`config.mk`:
```
export PLATFORM = sky130hd
export DESIGN_NAME = sdf_delay_buffer
export DESIGN_NICKNAME = d
export VERILOG_FILES = /design/src/rtl/sdf_delay_buffer.sv
export SDC_FILE = /design/constraint.sdc
export NUM_CORES = 1
export LEC_CHECK = 0
export BUFFER_PORTS_ARGS = -buffer_cell sky130_fd_sc_hd__buf_2
export CAP_MARGIN = 20
export CELL_PAD_IN_SITES_DETAIL_PLACEMENT = 1
export CELL_PAD_IN_SITES_GLOBAL_PLACEMENT = 2
export CORE_ASPECT_RATIO = 1.2
export CORE_MARGIN = 2
export CORE_UTILIZATION = 42
export DETAILED_ROUTE_END_ITERATION = 7
export HOLD_SLACK_MARGIN = 0.02
export PLACE_DENSITY = 0.77
export RECOVER_POWER = 25
export SYNTH_ARGS = -nofsm -noshare
export SYNTH_HDL_FRONTEND = slang
export SYNTH_SLANG_ARGS = --single-unit
```
`constraint.sdc`:
```
create_clock -name clk -period 2.19 [get_ports clk]
set_input_delay 0.3285 -clock clk [delete_from_list [all_inputs] [get_ports clk]]
set_output_delay 0.3285 -clock clk [all_outputs]
set_load 0.005 [all_outputs]
```
`src/rtl/sdf_delay_buffer.sv`:
```
// Complex delay line for SDF FFT feedback paths: a circular array of storage
// entries with a wrapping pointer, run-time depth, valid tracking and flush.

module sdf_delay_entry #(
    parameter int WIDTH = 12
) (
    input  logic             clk,
    input  logic             rst_n,
    input  logic             we,
    input  logic [WIDTH-1:0] d_re,
    input  logic [WIDTH-1:0] d_im,
    output logic [WIDTH-1:0] q_re,
    output logic [WIDTH-1:0] q_im
);

    always_ff @(posedge clk or negedge rst_n) begin
        if (!rst_n) begin
            q_re <= '0;
            q_im <= '0;
        end else if (we) begin
            q_re <= d_re;
            q_im <= d_im;
        end
    end

endmodule

module sdf_delay_buffer #(
    parameter int WIDTH     = 12,
    parameter int MAX_DEPTH = 8,
    parameter int DW        = $clog2(MAX_DEPTH + 1)
) (
    input  logic                    clk,
    input  logic                    rst_n,
    input  logic                    en,
    input  logic                    flush,
    input  logic [DW-1:0]           cfg_depth,
    input  logic signed [WIDTH-1:0] din_re,
    input  logic signed [WIDTH-1:0] din_im,
    output logic signed [WIDTH-1:0] dout_re,
    output logic signed [WIDTH-1:0] dout_im,
    output logic                    dout_vld
);

    localparam int PW = (MAX_DEPTH > 1) ? $clog2(MAX_DEPTH) : 1;

    typedef struct packed {
        logic [WIDTH-1:0] re;
        logic [WIDTH-1:0] im;
    } sample_t;

    logic [DW-1:0] depth;
    logic [DW-1:0] fill;
    logic [PW-1:0] ptr;
    logic          adv;
    logic          ptr_last;
    sample_t       rd;

    logic [MAX_DEPTH-1:0][WIDTH-1:0] q_re;
    logic [MAX_DEPTH-1:0][WIDTH-1:0] q_im;

    function automatic logic [DW-1:0] clamp_depth(input logic [DW-1:0] c);
        if (c == '0)
            return DW'(1);
        else if (c > DW'(MAX_DEPTH))
            return DW'(MAX_DEPTH);
        else
            return c;
    endfunction

    assign adv      = en & ~flush;
    assign ptr_last = (DW'(ptr) == depth - DW'(1));

    // Only the entry under the pointer is written; its old value is read out
    // the same cycle, which gives the read-before-write delay behaviour.
    for (genvar i = 0; i < MAX_DEPTH; i++) begin : g_entry
        sdf_delay_entry #(.WIDTH(WIDTH)) u_entry (
            .clk   (clk),
            .rst_n (rst_n),
            .we    (adv && (ptr == PW'(i))),
            .d_re  (din_re),
            .d_im  (din_im),
            .q_re  (q_re[i]),
            .q_im  (q_im[i])
        );
    end

    always_comb begin
        rd = '0;
        for (int i = 0; i < MAX_DEPTH; i++) begin
            if (ptr == PW'(i)) begin
                rd.re = q_re[i];
                rd.im = q_im[i];
            end
        end
    end

    always_ff @(posedge clk or negedge rst_n) begin
        if (!rst_n) begin
            depth <= DW'(MAX_DEPTH);
            ptr   <= '0;
            fill  <= '0;
        end else if (flush) begin
            depth <= clamp_depth(cfg_depth);
            ptr   <= '0;
            fill  <= '0;
        end else if (en) begin
            ptr  <= ptr_last ? '0 : ptr + PW'(1);
            fill <= (fill == depth) ? depth : fill + DW'(1);
        end
    end

    always_ff @(posedge clk or negedge rst_n) begin
        if (!rst_n) begin
            dout_re  <= '0;
            dout_im  <= '0;
            dout_vld <= 1'b0;
        end else if (flush) begin
            dout_re  <= '0;
            dout_im  <= '0;
            dout_vld <= 1'b0;
        end else if (en) begin
            dout_re  <= rd.re;
            dout_im  <= rd.im;
            dout_vld <= (fill == depth);
        end
    end

endmodule

```
Yosys cells after proc, flatten, opt, wreduce, memory -nomap -nowiden. Index checks and enable logic that the tools add are counted.

$add $sub $neg: 3. Multipliers: 0. Divide/modulo/power cells: 0. Order comparisons: 1. Equal/unequal tests: 9. Shift operators: 0. Muxes and demuxes: 22. Bitwise logic cells: 2. Reductions and logical operators: 11.

Operators with widths (number): $mux W24 (8); $mux W12 (4); $mux W4 (5); $eq A3 B3 Y1 const B (4); $mux W3 (3); $logic_and A1 B1 Y1 (8); $eq A3 B2 Y1 const B (2); $add A4 B1 Y4 const B (1); $eq A3 B4 Y1 (1); $eq A4 B4 Y1 (1); $gt A4 B4 Y1 const B (1); $logic_not A4 Y1 (1); $sub A4 B1 Y4 const B (1); $add A3 B1 Y3 const B (1); $eq A3 B1 Y1 const B (1); $logic_not A3 Y1 (1); $mux W1 (2); $reduce_bool A2 Y1 (1); $and A1 B1 Y1 (1); $not A1 Y1 (1).

Bits in registers: 228. Latch bits: 0. RAM bits: 0. Memory bits (read-only): 0. Bits of input ports: 32. Output and inout bits: 25. Memories kept: 0.

Longest topological paths before layout. Gate-level depths: netlist of run 1.

Depth in word-level cells: 11. Mapped depth: 10.

Modules after synthesis. A second synthesis of run 1 with hierarchy kept.

Cell total of the unflattened synthesis: 834. Area, all modules: 11178.2 µm².

By module, submodules not included: sdf_delay_entry (instances 8, cells each 51, area each 997.2 µm²); sdf_delay_buffer (instances 1, cells each 426, area each 3200.6 µm²).

Worst setup path before layout of run 1. No wires, ideal clock.

Path type: flip-flop to flip-flop. Start: reg ptr[0]. End: reg g_entry[6].u_entry.q_im[0]. Arrival: 1.827 ns. Data required time: 2.065 ns. Setup slack: 0.238 ns. Cell stages (with the launch flop): 9. Buffers on the path: 3. Period minus slack after synthesis: 1.952 ns. Cells stage by stage: dfrtp_1 inv_1 ha_1 buf_2 and2_1 buf_2 nand2_1 buf_2 mux2_2.

Word-level cells in the longest chain between the ends: 2.

Ends and longest elaborated chain: from (decl) (RTL line 54) `logic [PW-1:0] ptr;`; from (signal assigned) (RTL line 108) `ptr <= ptr_last ? '0 : ptr + PW'(1);`; $eq A3 B3 Y1 (RTL line 80) `.we (adv && (ptr == PW'(i))),`; $logic_and A1 B1 Y1 (RTL line 80); to (signal assigned) (RTL line 22) `q_im <= d_im;`; to (decl) (RTL line 13) `output logic [WIDTH-1:0] q_im`.

Every way passes these cells. A chain may end at the register's enable or synchronous reset.

Worst setup path after layout of run 1.
Start: reg ptr[0]. End: reg dout_im[8].

Word-level cells in the longest chain between the ends: 11. Elaborated cells on any way between the ends: 18. Those cells by class: 7 x eq/ne; 10 x mux; 1 x reduce/logical.

Ends and longest elaborated chain: $logic_not A3 Y1 (RTL line 91) `if (ptr == PW'(i)) begin`; $mux W24 (7 in series) (RTL line 91); $mux W24 * (RTL line 91); $mux W12 * (RTL line 122) `end else if (en) begin`; $mux W12 * (RTL line 118) `end else if (flush) begin`; to (signal assigned) (RTL line 124) `dout_im <= rd.im;`; to (decl) (RTL line 41) `output logic signed [WIDTH-1:0] dout_im,`.

Mark *: on every way between the ends. The rest lies on a longest branch, timed or not. The select of a mux whose other input is x is not followed.

==> results of run 1 <==
==> power by group <==
part / switching, mW / internal (mW) / total (mW)
Sequential: 0.370 / 4.88 / 5.25
Clock: 1.63 / 2.38 / 4.01
Combinational: 0.761 / 0.887 / 1.65
==> worst max-delay path, delay by kind of cell (launching register included) <==
family / cells / cell delay (ns)
buffers and inverters: 1 / 0.20
adder cells (fa/ha/maj): 2 / 0.53
flip-flops: 1 / 0.46
AO/OA/AOI/OAI: 4 / 0.73
==> cell type report <==
type | instances | share of cell area (%)
Inverter | 32 | 1.00
Clock inverter | 6 | 0.459
Timing Repair Buffer | 111 | 6.59
Sequential cell | 228 | 47.6
Tap cell | 320 | 3.34
Multi-Input combinational cell | 505 | 35.0
Clock buffer | 37 | 6.01
==> metrics by stage <==
step	total power [mW]	hold WS [ns]	worst slack (ns)	std cells	util (%)
floorplan	6.28	0.0329	0.238	827	-
global placement	6.85	0.358	0.137	1195	46.8
detailed placement	6.97	0.372	0.0757	1195	46.8
CTS	11.0	0.0467	0.0586	1239	50.1
global route	11.4	0.0608	0.0219	1239	50.0
finish	10.9	0.0547	0.146	1239	50.0
==> cells by family (layout without fill, tap and decap cells) <==
family | Yosys count | after routing | share of synthesized area (%)
adders and majority gates | 8 | 8 | 0.974
muxes | 195 | 195 | 21.3
AOI/OAI and AO/OA | 183 | 183 | 12.4
and+or+nand+nor | 110 | 110 | 5.10
buffers and inverters | 94 | 186 | 3.85
xor gates and xnor gates | 9 | 9 | 0.840
DFF | 228 | 228 | 55.5
==> state kept, by name, summed over array words and instances (netlist names) <==
name	flops
g_entry.u_entry.q_re	96
fill	4
depth	4
dout_im	12
dout_vld	1
g_entry.u_entry.q_im	96
ptr	3
dout_re	12
==> how the worst max path moves through the flow <==
stage,endpoint,depth (start not counted)
final,dout_im[8],7
after floorplan,g_entry[6].u_entry.q_im[0],8
after CTS,g_entry[2].u_entry.q_re[2],6
after detailed placement,g_entry[2].u_entry.q_im[7],6
after global placement,g_entry[2].u_entry.q_im[1],6
after global routing,g_entry[1].u_entry.q_im[9],3
==> layout by cell type (no fill, tap or decap), types with 25 or more instances in the layout <==
cell	instances
a21oi_1	48
buf_2	57
buf_4	43
clkbuf_16	25
dfrtp_1	227
inv_1	32
mux2_2	193
nand2_1	59
nand3_1	27
o21ai_0	43
==> layer usage <==
| metal | share of wire (%) | wire length (um) |
|---|---|---|
| met3 | 3.3 | 971 |
| met4 | 2.2 | 657 |
| met2 | 51 | 14800 |
| met1 | 44 | 12800 |
| met5 | 0 | 0 |
==> repair_timing <==
action,4_1_cts,5_1_grt
endpoints found under the setup margin,0,25
hold buffers,1,0
buffers inserted,0,0
hold endpoints to repair,68,0
resized for setup,0,2
==> metrics.md, run 1 <==
| Metric | Value |
|---|---|
| Outcome | finished clean |
| Final Cell Area | 12000 sq um |
| M2 GR Usage | 40.4% |
| Worst Hold End | depth[1] |
| Routability Congestion | 0.814 |
| DR WL/cell | 23.6 um |
| GR Util All Layers | 23.1% |
| FF+latch count, synth | 228 |
| Largest net degree at the start of global routing | 76 |
| Mean Syn Cell Area | 12.4 sq um |
| Met3 Use GR | 2.83% |
| Initial antenna violation count | 0 |
| FFs w/ async S/R, synth | 100% |
| Hold Path Origin | cfg_depth[3] |
| Vias in the first global route | 8207 |
| Layout net count | 943 |
| Initial Util | 42.9% |
| Worst min path class | input pin to register |
| Remaining Overflow, GRT | 0 |
| Top cell by count, worst path | ha_1 |
| TritonRoute pass-1 iters | 4 |
| Worst Hold Depth | 2 |
| Filler Cells Inserted | 2477 |
| Startpoint types | register |
| Dominant cell type by area after synthesis | dfrtp_1 |
| Worst R2R Setup Slack | 0.15 ns |
| Final hold violation count | 0 |
| Detailed placer's ending HPWL | 18900 um |
| Vias/cell | 5.80 |
| Syn Nets | 867 |
| Iteration-0 DRC Markers | 407 |
| Worst r2r dst | dout_im[8] |
| Residual DRC | 0 |
| Maximum VDD drop | 0.538 mV |
| H-Tree Depth | 1 |
| Synth-to-Final Area Change | 16.6% |
| Sequential fraction of the synthesis area | 55.5% |
| Clock sink count | 228 |
| Post-synth top flop | dfrtp_1 |
| Clock period minus worst slack | 2.04 ns |
| Cell area power density | 910 nW/um^2 |
| Cells along the critical path | ha_1 > ha_1 > a21o_1 > buf_4 > a21oi_1 > o2111a_1 > o21ai_0 |
| Num CTS Buffers | 25 |
| First-pass GRT wire length | 46700 um |
| Synth warn | 0 |
| Final TNS setup | 0 ns |
| Cells taking the most area after synthesis | dfrtp_1 55%, mux2_2 21%, o2111a_1 2.6%, a21oi_1 2.3%, nand2_1 2.2% |
| Slowest stage delay, CP | 0.46 ns |
| FF-to-FF Start | ptr[0] |
| Die area | 25700 sq um |
| Crit end category | register |
| Post-DRT Antenna Nets | 0 |
| Port bufs | 56 |
| Cell area after placement | 11200 sq um |
| Core area | 24000 sq um |
| FF+latch area | 5710 sq um |
| Share of layout cells above drive strength 1 | 37.9% |
| Arrival @ worst endpoint | 2.43 ns |
| Commonest cells post-synth | 227 x dfrtp_1, 193 x mux2_2, 59 x nand2_1, 48 x a21oi_1, 43 x o21ai_0 |
| Crit path max fanout | 11 |
| RSZ-0062 raised after global routing | false |
| GRT busiest layer | met2 |
| Post-synth top area share | 55.3% |
| Synthesized instance count | 827 |
| Cell leakage power | 5.49 nW |
| Ant diodes | 0 |
| Clk buf depth | 3 |
| Worst clock skew | 0.0100 ns |
| Routed vias | 7184 |
| Count leader, synth | dfrtp_1 |
| Clk Latency, worst-skew pair | 0.51 ns |
| CP max-delay cell | dfrtp_1 |
| Final Routed Wirelength | 29200 um |
| Row count | 62 |
| Worst R2R Path Depth | 7 |
| Clk slew on worst S/H paths | 0.06 ns |
| Slew HR | 25.1% |
| Fmax | 489 MHz |
| Crit path kind | register to register |
| Die Width | 147 um |
| Boundary pin count | 57 |
| Crit path required time | 2.58 ns |
| Fin crit share | 93.3% |
| Count of different cell masters after synthesis | 40 |
| GR Util met1 | 30.3% |
| Cell area after synthesis | 10300 sq um |
| Setup violations, final | 0 |
| Worst-Margin Slew | 1.12 ns |
| Crit. Startpoint | ptr[0] |
| EDFF count, synth | 0 |
| TritonCTS clock tree | built |
| Die H | 175 um |
| Multi-input gate area | 4190 sq um |
| Max Cap Violations | 0 |
| Root Buffer | clkbuf_16 |
| Max-slew violations | 0 |
Note: power is estimated with default switching activity, not from simulation.
==> run 2: changes to the inputs <==
--- a/config.mk
+++ b/config.mk
@@ -5,13 +5,14 @@
 export SDC_FILE = /design/constraint.sdc
 export NUM_CORES = 1
 export LEC_CHECK = 0
+export ABC_AREA = 1
 export BUFFER_PORTS_ARGS = -buffer_cell sky130_fd_sc_hd__buf_2
 export CAP_MARGIN = 20
 export CELL_PAD_IN_SITES_DETAIL_PLACEMENT = 1
 export CELL_PAD_IN_SITES_GLOBAL_PLACEMENT = 2
 export CORE_ASPECT_RATIO = 1.2
 export CORE_MARGIN = 2
-export CORE_UTILIZATION = 42
+export CORE_UTILIZATION = 36
 export DETAILED_ROUTE_END_ITERATION = 7
 export HOLD_SLACK_MARGIN = 0.02
 export PLACE_DENSITY = 0.77
==> run 2 against run 1 <==
  * Synthesized cell count grew 77%
  * Clock power increased by 8.2%
  * Register-to-register slack gained 0.07 ns
  * Largest cell class unchanged
==> metrics.md, run 2 <==
| Metric | Value |
|---|---|
| Post-Synth Adder-Cell Area | 0.901% (-0.073 points) |
| Slowest stage delay, CP | 0.43 ns (-0.03 ns) |
| Post-synth top flop | dfrtp_1 |
| Worst-Margin Slew | 1.13 ns (+0.00614 ns) |
| Most frequent cells in the layout | 571 x nand2_1, 227 x dfrtp_1, 204 x o21ai_0 |
| Outcome | finished clean |
| Cell area power density | 895 nW/um^2 (-1.6%) |
| Compound-cell area share of the yosys netlist | 10.5% (-1.9 points) |
| Cells along the critical path | inv_1 > ha_1 > nand2_1 > inv_1 > nand2_1 > buf_12 > nand2_1 > o21ai_0 |
| Post-synthesis xor/xnor area fraction | 0.631% (-0.21 points) |
| DR WL/cell | 17.9 um (-24%) |
| Num CTS Buffers | 26 (+4.0%) |
| Die area | 32300 sq um (+25%) |
| Synthesized instance count | 1460 (+77%) |
| Crit path required time | 2.60 ns (+0.02 ns) |
| Top cell by count, worst path | nand2_1 |
| Max Cap Violations | 0 (unchanged) |
| Multi-input gate area | 4350 sq um (+3.9%) |
| Clk buf depth | 3 (unchanged) |
| Post-DRT Antenna Nets | 0 (unchanged) |
| Final TNS setup | 0 ns (unchanged) |
| Clock sink count | 228 (unchanged) |
| CP max-delay cell | dfrtp_1 |
| Vias/cell | 4.88 (-16%) |
| Row count | 70 (+13%) |
| Share of layout cells above drive strength 1 | 11.3% (-27 points) |
| Fin crit share | 90.1% (-3.2 points) |
| Worst R2R Setup Slack | 0.22 ns (+0.07 ns) |
| Fmax | 507 MHz (+3.6%) |
| Worst clock skew | 0.0231 ns (+0.0131 ns) |
| FF+latch area | 5710 sq um (unchanged) |
| Largest net degree at the start of global routing | 70 (-7.9%) |
| Main combinational cell family by area after synthesis | simple AND/OR/NAND/NOR gates |
| Ant diodes | 0 (unchanged) |
| Final Routed Wirelength | 34400 um (+18%) |
| Top flop regs | g_entry.u_entry.q_im (96), g_entry.u_entry.q_re (96) |
| Synth warn | 0 (unchanged) |
| Count leader, synth | nand2_1 |
| Initial Util | 36.5% (-6.4 points) |
| RSZ-0062 raised after global routing | false |
| Initial antenna violation count | 0 (unchanged) |
| Total chip power | 11.4 mW (+4.6%) |
| Clk Latency, worst-skew pair | 0.55 ns (+0.04 ns) |
| Port bufs | 56 (unchanged) |
| Count of different cell masters after synthesis | 27 (-33%) |
| TritonCTS clock tree | built |
| Crit path kind | register to register |
| Multiplexer share of the synthesized area | 0% (-21 points) |
| Crit path max fanout | 40 (+29) |
| Layout net count | 1544 (+64%) |
| TritonRoute pass-1 iters | 4 (unchanged) |
| H-Tree Depth | 1 (unchanged) |
| Worst min path class | input pin to register |
| Die H | 196 um (+12%) |
| Vias in the first global route | 9918 (+21%) |
| Max-slew violations | 0 (unchanged) |
| EDFF count, synth | 0 (unchanged) |
| Detailed placer's ending HPWL | 22000 um (+16%) |
| Filler Cells Inserted | 3804 (+54%) |
| Mean Syn Cell Area | 7.61 sq um (-39%) |
| Dominant cell type by area after synthesis | dfrtp_1 |
| Iteration-0 DRC Markers | 448 (+10%) |
| Arrival @ worst endpoint | 2.38 ns (-0.05 ns) |
| Cell leakage power | 6.95 nW (+27%) |
| Synth Area in Simple Gates | 27.1% (+22 points) |
| Clk slew on worst S/H paths | 0.06 ns (about the same) |
| Post_cts resized | 0 (unchanged) |
| Residual DRC | 0 (unchanged) |
| Setup violations, final | 0 (unchanged) |
| Post-synth top area share | 51.1% (-4.1 points) |
| Commonest cells post-synth | 571 x nand2_1, 227 x dfrtp_1, 204 x o21ai_0, 138 x inv_1, 102 x nor2_1 |
| Syn Nets | 1500 (+73%) |
| Crit end category | register |
| Core area | 30500 sq um (+27%) |
| Root Buffer | clkbuf_16 |
| Cells taking the most area after synthesis | dfrtp_1 51%, nand2_1 19%, o21ai_0 9.2%, inv_1 4.7%, nor2_1 3.4% |
| Routability Congestion | 0.784 (-3.8%) |
| Die Width | 164 um (+12%) |
| Sequential fraction of the synthesis area | 51.4% (-4.2 points) |
| Synth-to-Final Area Change | 14.6% |
| FFs w/ async S/R, synth | 100% (unchanged) |
| Remaining Overflow, GRT | 0 (unchanged) |
| FF+latch count, synth | 228 (unchanged) |
| Final hold violation count | 0 (unchanged) |
| Startpoint types | register |
| Clock period minus worst slack | 1.97 ns (-0.0711 ns) |
| Boundary pin count | 57 (unchanged) |
| Slew HR | 24.7% (-0.41 points) |
| Routed vias | 9354 (+30%) |
| GR Util All Layers | 22.1% (-1.0 points) |
| First-pass GRT wire length | 55600 um (+19%) |
| Maximum VDD drop | 0.528 mV (-1.8%) |
| Most common cell after layout, fill and taps aside | nand2_1 |
| Cell area after synthesis | 11100 sq um (+8.1%) |
[run 2: layer usage]
metal / global-route usage [%] / up-vias / share of wire (%)
met5: 0 / - / 0
met4: 5.02 / 0 / 2.1
met2: 40.5 / 91 / 51
met1: 27.9 / 4622 / 44
met3: 2.38 / 45 / 2.5
li1: - / 4596 / -
[run 2: worst max-delay path, delay by kind of cell (launching register included)]
family,cells,cell delay (ns)
fa+ha+maj,1,0.26
buf+inv,3,0.60
simple gates,3,0.44
compound gates,1,0.09
flops,1,0.43
[run 2: area by class of cell]
type,instances,share of cell area (%)
Clock buffer,40,6.15
Clock inverter,5,0.481
Inverter,139,4.14
Multi-Input combinational cell,1006,34.2
Sequential cell,228,44.8
Tap cell,396,3.89
Timing Repair Buffer,103,6.38
[run 2: report_power, final]
part | total, mW | internal [mW] | switching (mW)
registers | 5.26 | 4.87 | 0.388
logic | 1.81 | 0.682 | 1.13
clock network | 4.34 | 2.56 | 1.78
total | 11.4 | 8.11 | 3.30
[run 2: through the flow]
stage                     cell area (sq um)  cells  utilization (%)  setup slack, ns  hold slack (ns)
final                                 12700   1917             41.8            0.218           0.0811
after global routing                  12700   1917             41.8           0.0232           0.0719
after CTS                             12800   1917             42.1            0.203           0.0543
after detailed placement              12000   1871             39.3            0.243            0.374
after global placement                12000   1871             39.3            0.262            0.379
after floorplan                       11100   1460                -            0.230           0.0329
[run 2: worst paths after layout]
kind                                                  start                           to  depth (start not counted)
worst max-delay path                                 ptr[0]   g_entry[6].u_entry.q_re[2]                          8
worst min-delay path                           cfg_depth[0]                     depth[0]                          3
worst max register to register                       ptr[0]   g_entry[6].u_entry.q_re[2]                          8
worst min register to register  g_entry[4].u_entry.q_im[11]  g_entry[4].u_entry.q_im[11]                          2
max in group asynchronous                             rst_n  g_entry[1].u_entry.q_re[11]                          3
min in group asynchronous                             rst_n   g_entry[6].u_entry.q_re[7]                          2
[run 2: what timing repair did]
action | 4_1_cts | 5_1_grt
endpoints found under the setup margin | 0 | 0
setup buffers | 0 | 0
hold buffers | 1 | 0
hold endpoints to repair | 57 | 0
[run 2: kinds of logic (layout without fill, tap and decap cells)]
family / after synthesis / after routing
flops: 228 / 228
buf+inv: 226 / 287
fa+ha+maj: 8 / 8
simple gates: 761 / 761
compound gates: 229 / 229
xor+xnor: 8 / 8
